--- config.mk ---
export PLATFORM = sky130hd
export DESIGN_NAME = onehot_rr_arbiter
export DESIGN_NICKNAME = d
export VERILOG_FILES = /design/src/rtl/arb_pkg.sv /design/src/rtl/rr_pick.sv /design/src/rtl/onehot_rr_arbiter.sv
export SDC_FILE = /design/constraint.sdc
export NUM_CORES = 1
export LEC_CHECK = 0
export BUFFER_PORTS_ARGS = -buffer_cell sky130_fd_sc_hd__buf_2
export CAP_MARGIN = 30
export CORE_MARGIN = 10
export CORE_UTILIZATION = 60
export DETAILED_ROUTE_END_ITERATION = 6
export PLACE_DENSITY_LB_ADDON = 0.25
export SKIP_LAST_GASP = 1
export SLEW_MARGIN = 10
export SYNTH_ARGS = -nofsm -noshare
export SYNTH_HDL_FRONTEND = slang
export SYNTH_HIERARCHICAL = 1
export SYNTH_SLANG_ARGS = --single-unit
--- constraint.sdc ---
create_clock -name clk -period 10.6 [get_ports clk]
set_input_delay 1.06 -clock clk [delete_from_list [all_inputs] [get_ports clk]]
set_output_delay 1.06 -clock clk [all_outputs]
set_load 0.02 [all_outputs]
--- src/rtl/arb_pkg.sv ---
// Shared constants and FSM state type for the one-hot round-robin arbiter.
package arb_pkg;

    localparam int NREQ  = 16;
    localparam int PTR_W = 4;
    localparam int CNT_W = 4;

    typedef enum logic [1:0] {
        ST_IDLE  = 2'd0,
        ST_GRANT = 2'd1,
        ST_BUSY  = 2'd2
    } arb_state_e;

    // Rotate pointer to the slot after the winner; PTR_W bits wrap 15 -> 0.
    function automatic logic [PTR_W-1:0] ptr_after(input logic [PTR_W-1:0] idx);
        return idx + PTR_W'(1);
    endfunction

endpackage

--- src/rtl/rr_pick.sv ---
// Rotating-priority picker: first set request at or after i_ptr, wrapping to 0.
module rr_pick import arb_pkg::*; (
    input  logic [NREQ-1:0]  i_req,
    input  logic [PTR_W-1:0] i_ptr,
    output logic [NREQ-1:0]  o_pick,
    output logic [PTR_W-1:0] o_idx,
    output logic             o_any
);

    // Scan from farthest to nearest so the last hit is the closest to i_ptr.
    always_comb begin
        o_idx = '0;
        o_any = 1'b0;
        for (int i = NREQ-1; i >= 0; i--) begin
            if (i_req[i_ptr + PTR_W'(i)]) begin
                o_idx = i_ptr + PTR_W'(i);
                o_any = 1'b1;
            end
        end
        o_pick = o_any ? (NREQ'(1) << o_idx) : '0;
    end

endmodule

--- src/rtl/onehot_rr_arbiter.sv ---
// Round-robin arbiter with IDLE/GRANT/BUSY handshake and per-grant hold cap.
// Define ARB_LOCK_EN to add a lock input that holds a grant past HOLD_MAX.
module onehot_rr_arbiter #(
    parameter int NREQ     = arb_pkg::NREQ,
    parameter int HOLD_MAX = 8
) (
    input  logic            clk,
    input  logic            rst_n,
    input  logic [NREQ-1:0] req,
    output logic [NREQ-1:0] gnt_onehot,
    output logic            gnt_valid,
    input  logic            gnt_ready,
    output logic            enc_en,
    output logic            busy
`ifdef ARB_LOCK_EN
    ,
    input  logic            lock
`endif
);
    import arb_pkg::*;

    generate
        if (NREQ != 16 || HOLD_MAX < 1 || HOLD_MAX > 15) begin : g_bad_cfg
            $error("onehot_rr_arbiter: NREQ must be 16 and HOLD_MAX in 1..15");
        end
    endgenerate

    localparam logic [CNT_W-1:0] CNT_TERM = CNT_W'(HOLD_MAX - 1);

    arb_state_e       r_state,  w_state_nxt;
    logic [NREQ-1:0]  r_gnt,    w_gnt_nxt;
    logic             r_vld,    w_vld_nxt;
    logic             r_enc,    w_enc_nxt;
    logic             r_busy,   w_busy_nxt;
    logic [PTR_W-1:0] r_ptr,    w_ptr_nxt;
    logic [PTR_W-1:0] r_idx,    w_idx_nxt;
    logic [CNT_W-1:0] r_cnt,    w_cnt_nxt;

    logic [NREQ-1:0]  w_pick;
    logic [PTR_W-1:0] w_pick_idx;
    logic             w_any;
    logic             w_lock;
    logic             w_exit;

`ifdef ARB_LOCK_EN
    assign w_lock = lock;
`else
    assign w_lock = 1'b0;
`endif

    rr_pick u_pick (
        .i_req  (req),
        .i_ptr  (r_ptr),
        .o_pick (w_pick),
        .o_idx  (w_pick_idx),
        .o_any  (w_any)
    );

    // Winner dropping and hold expiry landing together still give one exit.
    assign w_exit = !req[r_idx] || (!w_lock && (r_cnt >= CNT_TERM));

    always_comb begin
        w_state_nxt = r_state;
        w_gnt_nxt   = r_gnt;
        w_vld_nxt   = r_vld;
        w_enc_nxt   = r_enc;
        w_busy_nxt  = r_busy;
        w_ptr_nxt   = r_ptr;
        w_idx_nxt   = r_idx;
        w_cnt_nxt   = r_cnt;
        case (r_state)
            ST_IDLE: begin
                w_gnt_nxt  = '0;
                w_vld_nxt  = 1'b0;
                w_enc_nxt  = 1'b0;
                w_busy_nxt = 1'b0;
                if (w_any) begin
                    w_gnt_nxt   = w_pick;
                    w_idx_nxt   = w_pick_idx;
                    w_vld_nxt   = 1'b1;
                    w_enc_nxt   = 1'b1;
                    w_state_nxt = ST_GRANT;
                end
            end
            ST_GRANT: begin
                if (gnt_ready) begin
                    w_vld_nxt   = 1'b0;
                    w_busy_nxt  = 1'b1;
                    w_cnt_nxt   = '0;
                    w_state_nxt = ST_BUSY;
                end
            end
            ST_BUSY: begin
                if (w_exit) begin
                    w_ptr_nxt   = ptr_after(r_idx);
                    w_gnt_nxt   = '0;
                    w_enc_nxt   = 1'b0;
                    w_busy_nxt  = 1'b0;
                    w_cnt_nxt   = '0;
                    w_state_nxt = ST_IDLE;
                end else if (r_cnt != '1) begin
                    w_cnt_nxt = r_cnt + CNT_W'(1);
                end
            end
            default: begin
                w_gnt_nxt   = '0;
                w_vld_nxt   = 1'b0;
                w_enc_nxt   = 1'b0;
                w_busy_nxt  = 1'b0;
                w_cnt_nxt   = '0;
                w_state_nxt = ST_IDLE;
            end
        endcase
    end

    always_ff @(posedge clk) begin
        if (!rst_n) begin
            r_state <= ST_IDLE;
            r_gnt   <= '0;
            r_vld   <= 1'b0;
            r_enc   <= 1'b0;
            r_busy  <= 1'b0;
            r_ptr   <= '0;
            r_idx   <= '0;
            r_cnt   <= '0;
        end else begin
            r_state <= w_state_nxt;
            r_gnt   <= w_gnt_nxt;
            r_vld   <= w_vld_nxt;
            r_enc   <= w_enc_nxt;
            r_busy  <= w_busy_nxt;
            r_ptr   <= w_ptr_nxt;
            r_idx   <= w_idx_nxt;
            r_cnt   <= w_cnt_nxt;
        end
    end

    assign gnt_onehot = r_gnt;
    assign gnt_valid  = r_vld;
    assign enc_en     = r_enc;
    assign busy       = r_busy;

endmodule

-- After elaboration in Yosys (flattened, before gate mapping)
Cells that the tools add are included.
- bits in latches: 0
- bits in registers: 33
- bits of input ports: 19
- logic and storage cells: 148
- output and inout bits: 19
- bits in writable memories: 0
- memories: 0
- memory bits (read-only): 0
- multiplexer cells: 84
- reductions and logical operators: 10
- $add $sub $neg: 17
- bitwise logic cells: 3
- $mul: 0
- shift-type cells: 1
- order comparisons: 18
- divide/modulo/power cells: 0
- equality and inequality tests: 7
- operator list (operator ; count):
    < comparator 4 x 5 -> 1 bit, second input constant ; 17
    two-way mux 4 bit ; 19
    binary-select mux 1 bit (select 4 bit) ; 17
    one-hot mux 16 bit (3 select lines) ; 1
    two-way mux 1 bit ; 37
    adder 4 bit, second input constant ; 8
    two-way mux 16 bit ; 2
    adder 4 x 3 -> 4 bit, second input constant ; 4
    left shift 1 x 4 -> 16 bit, first input constant ; 1
    adder 4 x 1 -> 4 bit, second input constant ; 3
    one-hot mux 4 bit (3 select lines) ; 1
    AND reduction 2 bit ; 5
    adder 4 x 2 -> 4 bit, second input constant ; 2
    two-way mux 2 bit ; 3
    one-hot mux 1 bit (3 select lines) ; 2
    one-hot mux 2 bit (3 select lines) ; 1
    AND reduction 3 bit ; 2
    greater-or-equal comparator 4 x 3 -> 1 bit, second input constant ; 1
    inequality test 2 bit, second input constant ; 2
    inequality test 4 bit, second input constant ; 1
    inequality test 3 bit, second input constant ; 1
    NOT 1 bit ; 3
    equality test 2 x 1 -> 1 bit, second input constant ; 1
    equality test 2 bit, second input constant ; 1
    5 further kinds ; 5

-- Depth between registers and ports, before layout
Gate-level depths: netlist of run 1.
- depth after elaboration: 22
- depth in mapped cells: 17
- depth with buffers taken out: 12

-- Cells and area by module
The synthesis of run 1 kept the hierarchy.
- by module, submodules not included (module ; sequential area each (um^2) ; cells each ; times used ; area each (um^2)):
    rr_pick ; 0.0 ; 312 ; 1 ; 2676.3
    onehot_rr_arbiter ; 660.6 ; 140 ; 1 ; 1463.9

-- Least setup slack after synthesis of run 1
No wires, ideal clock.
- path type: register to register
- from: register r_ptr[0]
- to: register r_gnt[1] (netlist: gnt_onehot[1])
- arrival: 4275 ps
- cell stages (with the launch flop): 17
- setup time: 117 ps
- buffers on the path: 6
- setup slack: 6208 ps
- required time: 10483 ps
- period minus slack after synthesis: 4392 ps
- cells stage by stage: dfxtp_1 > buf_6 > buf_4 > buf_2 > inv_1 > ha_1 > buf_2 > mux4_2 > mux2_2 > mux2i_2 > nand4_1 > or4_1 > nor3b_2 > and2_1 > buf_1 > clkbuf_1 > a22o_2
- elaborated cells on any way between the ends: 82
- those cells by class: add/sub (15); shift (1); mux (66)
- RTL lines (what ; line ; text):
    start, declared ; onehot_rr_arbiter.sv:35 ; logic [PTR_W-1:0] r_ptr, w_ptr_nxt;
    start signal, assigned ; onehot_rr_arbiter.sv:132 ; r_ptr <= w_ptr_nxt;
    adder 4 bit ; rr_pick.sv:15 ; if (i_req[i_ptr + PTR_W'(i)]) begin
    binary-select mux 1 bit (select 4 bit) ; rr_pick.sv:15 ;
    two-way mux 1 bit (implied by the code) ; rr_pick.sv:15 ;
    two-way mux 1 bit (15 in a row) ; rr_pick.sv:15 ;
    two-way mux 1 bit (*) ; rr_pick.sv:15 ;
    via w_any ; onehot_rr_arbiter.sv:41 ; logic w_any;
    two-way mux 16 bit (*) ; onehot_rr_arbiter.sv:77 ; if (w_any) begin
    one-hot mux 16 bit (3 select lines) (*) ; onehot_rr_arbiter.sv:71 ; case (r_state)
    end signal, assigned ; onehot_rr_arbiter.sv:128 ; r_gnt <= w_gnt_nxt;
    end, declared ; onehot_rr_arbiter.sv:31 ; logic [NREQ-1:0] r_gnt, w_gnt_nxt;
The timed path passes the listed nets; every way through them passes the cells marked *. The select of a mux whose other input is x is not followed.
A chain may end at the register's enable or synchronous reset.

-- Worst setup path after layout of run 1
- from: register r_ptr[0]
- to: register r_gnt[14] (netlist: gnt_onehot[14])
The elaborated chain is that of the path after synthesis.

==> results of run 1 <==
final cells by class:
| type | instances | area, um^2 | share of cell area, % |
|---|---|---|---|
| multi-input combinational | 376 | 3270 | 74.1 |
| sequential | 33 | 662 | 15.0 |
| timing repair buffer | 41 | 215 | 4.88 |
| tap | 80 | 100 | 2.27 |
| inverter | 20 | 77.6 | 1.76 |
| clock buffer | 5 | 68.8 | 1.56 |
| clock inverter | 3 | 17.5 | 0.398 |
flip-flops by register name, summed over array words and instances, names as in the netlist:
register and count:
r_state 2, enc_en 1, gnt_onehot 16, busy 1
r_ptr 4, r_idx 4, gnt_valid 1, r_cnt 4
worst register-to-register path, delay by kind of cell, from the launching register on:
kind,cells,cell delay [ps]
mux,3,1300
buf+inv,2,720
flops,1,310
fa+ha+maj,1,650
simple gates,4,1460
compound gates,1,290
cells in the mapped netlist, types with 4 or more instances:
| cell | count | area share, % |
|---|---|---|
| dfxtp_1 | 33 | 16 |
| a21o_1 | 5 | 0.91 |
| buf_1 | 4 | 0.36 |
| o211ai_1 | 5 | 0.91 |
| mux2_2 | 21 | 5.7 |
| buf_2 | 7 | 0.85 |
| nor4_1 | 16 | 2.4 |
| nor2_1 | 29 | 2.6 |
| ha_1 | 9 | 2.7 |
| nand3_1 | 17 | 2.1 |
| mux2i_1 | 33 | 8.0 |
| mux4_2 | 29 | 16 |
| inv_1 | 15 | 1.4 |
| o21ai_0 | 17 | 2.1 |
| a31oi_1 | 4 | 0.60 |
| a211oi_1 | 7 | 1.3 |
| a22o_2 | 16 | 3.9 |
| o22ai_1 | 5 | 0.76 |
| nand2b_1 | 10 | 1.5 |
| clkbuf_1 | 6 | 0.54 |
| xnor2_1 | 6 | 1.3 |
| nand2_1 | 32 | 2.9 |
| a21oi_1 | 25 | 3.0 |
| nor2b_1 | 11 | 1.7 |
| buf_6 | 5 | 1.4 |
| and2_1 | 9 | 1.4 |
layout by cell type, fill, tap and decap left out, types with 3 or more instances in the layout:
master | netlist | final
a211oi_1 | 7 | 7
a21o_1 | 5 | 5
a21oi_1 | 25 | 25
a221oi_2 | 3 | 3
a22o_1 | 3 | 3
a22o_2 | 16 | 16
a31oi_1 | 4 | 4
and2_1 | 9 | 9
buf_2 | 7 | 37
buf_4 | 1 | 4
clkbuf_8 | 0 | 5
dfxtp_1 | 33 | 32
ha_1 | 9 | 9
inv_1 | 15 | 15
inv_2 | 3 | 3
mux2_2 | 21 | 21
mux2i_1 | 33 | 33
mux4_2 | 29 | 29
nand2_1 | 32 | 32
nand2b_1 | 10 | 10
nand3_1 | 17 | 17
nor2_1 | 29 | 29
nor2b_1 | 11 | 11
nor3_1 | 3 | 3
nor4_1 | 16 | 16
o211ai_1 | 5 | 5
o21ai_0 | 17 | 17
o22ai_1 | 5 | 5
xnor2_1 | 6 | 6
kinds of logic (layout without fill, tap and decap cells):
group | Yosys count | after routing | synth area share [%]
mux | 86 | 86 | 30.8
compound gates | 123 | 123 | 23.6
simple gates | 148 | 148 | 19.3
buf+inv | 43 | 69 | 5.17
fa+ha+maj | 9 | 9 | 2.72
xor+xnor | 10 | 10 | 2.48
flops | 33 | 33 | 16.0
metal layers:
| layer | routed length [um] | vias to the layer above |
|---|---|---|
| li1 | - | 1819 |
| met1 | 4930 | 1934 |
| met2 | 5930 | 231 |
| met3 | 1020 | 29 |
| met4 | 295 | 0 |
| met5 | 0 | - |
power groups by stage:
stage | sequential [uW] | clock [uW] | combinational [uW]
CTS | 135 | 96.4 | 197
global route | 136 | 101 | 216
detailed placement | 138 | 0 | 196
floorplan | 140 | 0 | 148
global placement | 138 | 0 | 193
finish | 136 | 94.8 | 202
through the flow:
step           util (%)  hold slack (ps)  std cells
2_1_floorplan         -              445        452
4_1_cts            65.2              457        558
6_report           65.2              452        558
5_1_grt            65.2              483        558
3_5_place_dp       63.9              440        550
3_3_place_gp       63.9              431        550
worst max path at each step:
stage / start / end
floorplan: r_ptr[0] / gnt_onehot[1]
global placement: r_ptr[0] / gnt_onehot[9]
detailed placement: r_ptr[0] / gnt_onehot[15]
CTS: r_ptr[0] / gnt_onehot[15]
global route: r_ptr[0] / gnt_onehot[3]
finish: r_ptr[0] / gnt_onehot[14]
==> results.md, run 1 <==
* Maximum fanout along the worst path at 42
* Starting Density at 61.3%
* Via-to-Cell Ratio at 7.19
* DR vias at 4013
* CP max-delay cell: ha_1
* Setup WS post-layout at 5770 ps
* DP Area at 0.00432 mm^2
* Final GP Congestion at 0.968
* Pint at 253 uW
* Clk slew on worst S/H paths at 80 ps
* Setup TNS at 0 ps
* Total gr overflow at 0
* CP Cell Sequence: buf_4, inv_1, ha_1, mux4_2, mux2_2, mux2i_2, nand4_1, or4_1, nor3b_2, and2_1, a22o_2
* Final cycle utilization of the critical path at 45.6%
* Psw at 180 uW
* Syn_area_per_cell at 9.16 um^2
* R2R depth at 11
* Worst Hold Path EP: enc_en
* P_leak at 0.00166 uW
* Synthesized area at 0.00414 mm^2
* Resized Gates After CTS at 0
* Largest net degree at the start of global routing at 43
* Post-DRT Antenna Nets at 0
* Final setup violation count at 0
* RR Startpoint: r_ptr[0]
* # port buffers at 37
* Post-CTS Hold Fix Bufs at 0
* Busiest layer in global routing: met2
* Critical path buffers and inverters at 2
* Min Clock Period, post-route at 4830 ps
* Main synth FF type: dfxtp_1
* CP arrival at 5020 ps
* Worst skew pair latency at 300 ps
* Met2 usage in global routing at 38.9%
* Worst vdd ir at 0.145 mV
* Outcome: finished, final reports clean
* Max Freq at 207 MHz
* Hold_sp: enc_en
* Worst slew pin tran at 712 ps
* DRC Markers at 0
* CTS Buf Count at 5
* Synth Warn # at 6
* CTS Root Cell: clkbuf_8
* Die Width at 103 um
* Number of diodes at 0
* Pwr Density at 98.2 mW/mm^2
* Place WS at 5910 ps
* Fin nets at 505
* DIE HEIGHT at 103 um
* CTS tree: built
* # Max-Cap Violations at 0
* Initial antenna violation count at 0
* Hold Fails Final Rpt at 0
* Yosys reg bits at 33
* Crit Path Class: flip-flop to flip-flop
* Die area at 0.0106 mm^2
* Synth cell types at 78
* Slowest stage delay, CP at 650 ps
* Net Count, Synth at 480
* DP HPWL at 8800 um
* Core area at 0.00676 mm^2
* Hold WC Path Type: flip-flop to flip-flop
* Routed wire length at 12200 um
* Maximum clock path buffer count at 2
* Layout cell share with drive strength beyond 1 at 30.8%
* Fillers at 567
* Worst Hold Depth at 1
* Ports at 38
* Register area share after synthesis at 16.0%
* Number of detailed-route iterations in the first pass at 5
* WP data required at 10790 ps
* Post-synth EDFFs at 0
* H-tree level count at 2
* Average wire per standard cell at 21.8 um
* M3 GR Usage at 3.82%
* GRT Resource Usage Total at 23.1%
* Worst reg-to-reg setup slack at 5770 ps
* CTS Sinks at 33
* Critical Path Sink Type: flip-flop
* Final Instance Area at 0.00441 mm^2
* Reg2reg end: gnt_onehot[14]
* First-pass GRT wire length at 19500 um
* Final Max Tran Viols at 0
* Cell count after synthesis at 452
* CP startpoint kind: flip-flop
* Setup Skew at 9.45 ps
* Met1 GRT Util at 29.0%
* Final Power at 433 uW
* Reg power frac at 31.4%
* Syn-to-layout area delta at 6.44%
* Sw Share at 41.5%
* FFs w/ async S/R, synth at 0%
* Row cnt at 30
* Clock power share at 21.9%
* Crit. path cell count at 11
* Comb power frac at 46.7%
* CP delay by family, top: simple AND/OR/NAND/NOR gates
* Post-CTS setup buffers at 0
* Max-slew headroom at 52.2%
* Number of global-route vias before repair at 3780
* RSZ-0062 raised after global routing: false
* Starting DRC count in detailed routing at 393
Note: power is estimated with default switching activity, not from simulation.
==> run 2, diff against run 1 <==
--- a/config.mk
+++ b/config.mk
@@ -8,7 +8,7 @@
 export BUFFER_PORTS_ARGS = -buffer_cell sky130_fd_sc_hd__buf_2
 export CAP_MARGIN = 30
 export CORE_MARGIN = 10
-export CORE_UTILIZATION = 60
+export CORE_UTILIZATION = 55
 export DETAILED_ROUTE_END_ITERATION = 6
 export PLACE_DENSITY_LB_ADDON = 0.25
 export SKIP_LAST_GASP = 1
==> constraint.sdc (replaced) <==
create_clock -name clk -period 4 [get_ports clk]
set_input_delay 0.4 -clock clk [delete_from_list [all_inputs] [get_ports clk]]
set_output_delay 0.4 -clock clk [all_outputs]
set_load 0.02 [all_outputs]
==> results.md, run 2 (same netlist as run 1, synthesis figures left out) <==
* Final setup violation count at 0 (unchanged)
* Hold WC Path Type: input pin to flip-flop
* Number of global-route vias before repair at 3884 (+2.8%)
* Average wire per standard cell at 21.5 um (-1.5%)
* Die area at 0.0114 mm^2 (+7.3%)
* Worst slew pin tran at 762 ps (+50.4 ps)
* DR vias at 4120 (+2.7%)
* Via-to-Cell Ratio at 6.94 (-3.6%)
* CTS tree: built
* Syn-to-layout area delta at 11.5%
* DRT met1 WL at 5170 um (+4.7%)
* R2R depth at 12 (+1)
* DP HPWL at 9620 um (+9.4%)
* Max-slew headroom at 47.7% (-4.5 points)
* Fin nets at 522 (+3.4%)
* Outcome: finished, final reports clean
* Maximum fanout along the worst path at 9 (-79%)
* Final cycle utilization of the critical path at 96.4% (+51 points)
* Reg power frac at 30.9% (-0.5 points)
* Fillers at 655 (+16%)
* Routed wire length at 12800 um (+4.9%)
* Largest register FFs at 16 (unchanged)
* Reg area at 662 um^2 (unchanged)
* # Max-Cap Violations at 0 (unchanged)
* Post-DRT Antenna Nets at 0 (unchanged)
* Die Width at 107 um (+3.6%)
* Worst Hold Depth at 2 (+1)
* Number of diodes at 0 (unchanged)
* CP startpoint kind: flip-flop
* Post-CTS Hold Fix Bufs at 0 (unchanged)
* Final core utilization at 63.3% (-1.9 points)
* Psw at 481 uW (+170%)
* Core area at 0.00729 mm^2 (+7.9%)
* Clk slew on worst S/H paths at 70 ps (about the same)
* Worst Hold Path EP: r_state[0]
* CTS Sinks at 33 (unchanged)
* Comb power frac at 48.2% (+1.5 points)
* Crit Path Class: flip-flop to flip-flop
* Metal3 WL at 1120 um (+9.6%)
* RR Startpoint: r_ptr[2]
* Setup Skew at 4.21 ps (-5.25 ps)
* Number of detailed-route iterations in the first pass at 5 (unchanged)
* Final GP Congestion at 1.13 (+16%)
* CTS Buf Count at 5 (unchanged)
* Sw Share at 41.1% (-0.42 points)
* Maximum clock path buffer count at 2 (unchanged)
* Largest net degree at the start of global routing at 37 (-14%)
* P_leak at 0.00176 uW (+6.0%)
* Max layer used: met4
* Final Max Tran Viols at 0 (unchanged)
* WP data required at 4240 ps (-6550 ps)
* Total gr overflow at 0 (unchanged)
* H-tree level count at 2 (unchanged)
* Worst vdd ir at 0.278 mV (+91%)
* # port buffers at 37 (unchanged)
* Initial antenna violation count at 0 (unchanged)
* Pwr Density at 254 mW/mm^2 (+160%)
* Layout cell share with drive strength beyond 1 at 34.5% (+3.8 points)
* Min Clock Period, post-route at 3860 ps (-976 ps)
* Row cnt at 31 (+3.3%)
* Pint at 690 uW (+170%)
* Ports at 38 (unchanged)
* Worst reg-to-reg setup slack at 140 ps (-5620 ps)
* Hold Fails Final Rpt at 0 (unchanged)
* First-pass GRT wire length at 20300 um (+4.1%)
* Final Power at 1170 uW (+170%)
* Commonest non-fill, non-tap cells in the layout: buf_2, nand2_1, dfxtp_1
* Clock power share at 20.9% (-1.0 points)
* Max Freq at 259 MHz (+25%)
* DRC Markers at 0 (unchanged)
* Reg2reg end: gnt_onehot[1]
* Hold_sp: rst_n
* Most common cell after layout, fill and taps aside: buf_2
* Worst skew pair latency at 290 ps (about the same)
* Footprint of the multi-input gates at 0.00331 mm^2 (+1.4%)
* CP arrival at 4090 ps (-930 ps)
* Starting DRC count in detailed routing at 346 (-12%)
* DIE HEIGHT at 107 um (+3.6%)
* Met2 WL at 5990 um (+1.1%)
* CTS Root Cell: clkbuf_8
* Starting Density at 56.8% (-4.5 points)
* GRT Resource Usage Total at 21.7% (-1.3 points)
* Critical Path Sink Type: flip-flop
[run 2: how the worst max path moves through the flow]
stage,startpoint,end,slack [ps],cells after the start
final,r_ptr[2],gnt_onehot[1],140,12
after global routing,r_ptr[2],gnt_onehot[11],-10,12
after global placement,r_ptr[2],gnt_onehot[1],240,12
after floorplan,r_ptr[0],gnt_onehot[1],20,16
after CTS,r_ptr[0],gnt_onehot[1],120,9
after detailed placement,r_ptr[0],gnt_onehot[6],160,9
[run 2: metal layers]
metal | vias up | GRT usage, %
met1 | 1968 | 27.2
li1 | 1858 | -
met3 | 51 | 4.07
met2 | 243 | 35.0
met4 | 0 | 10.9
met5 | - | 0
[run 2: power groups by stage]
stage / Sequential (uW) / Clock [uW] / Combinational [uW]
detailed placement: 369 / 0 / 542
global placement: 369 / 0 / 535
floorplan: 372 / 0 / 400
finish: 362 / 245 / 564
CTS: 361 / 251 / 545
global route: 364 / 261 / 603
[run 2: repair_timing]
item,in CTS,in global routing
endpoints found under the setup margin,0,17
setup buffers,0,2
endpoints found under the hold margin,0,0
gates resized for setup,0,4
[run 2: worst max-delay path, cell delays in order (launching register included)]
cell and delay [ps]:
dfxtp_1 420, buf_4 230, ha_1 320, nand2b_1 140, nand2_1 170, mux4_2 650, nor4_2 470, o2111ai_1 210
a31oi_1 220, o41a_1 340, inv_2 140, nor4_1 320, a22o_2 180
[run 2: final cells by class]
class,count,area share (%)
Timing Repair Buffer,58,7.70
Sequential cell,33,14.3
Clock buffer,5,1.49
Clock inverter,3,0.380
Inverter,20,1.68
Multi-Input combinational cell,376,71.7
Tap cell,99,2.68
[run 2: per-stage QoR]
step,cells,hold WS (ps),setup WS (ps),cell area (um^2),TNS (ps)
finish,594,404,145,4620,0
detailed placement,584,440,157,4500,0
global route,594,405,-14.5,4620,-23.0
global placement,584,431,244,4500,0
CTS,592,403,120,4590,0
floorplan,452,445,22.5,4190,0
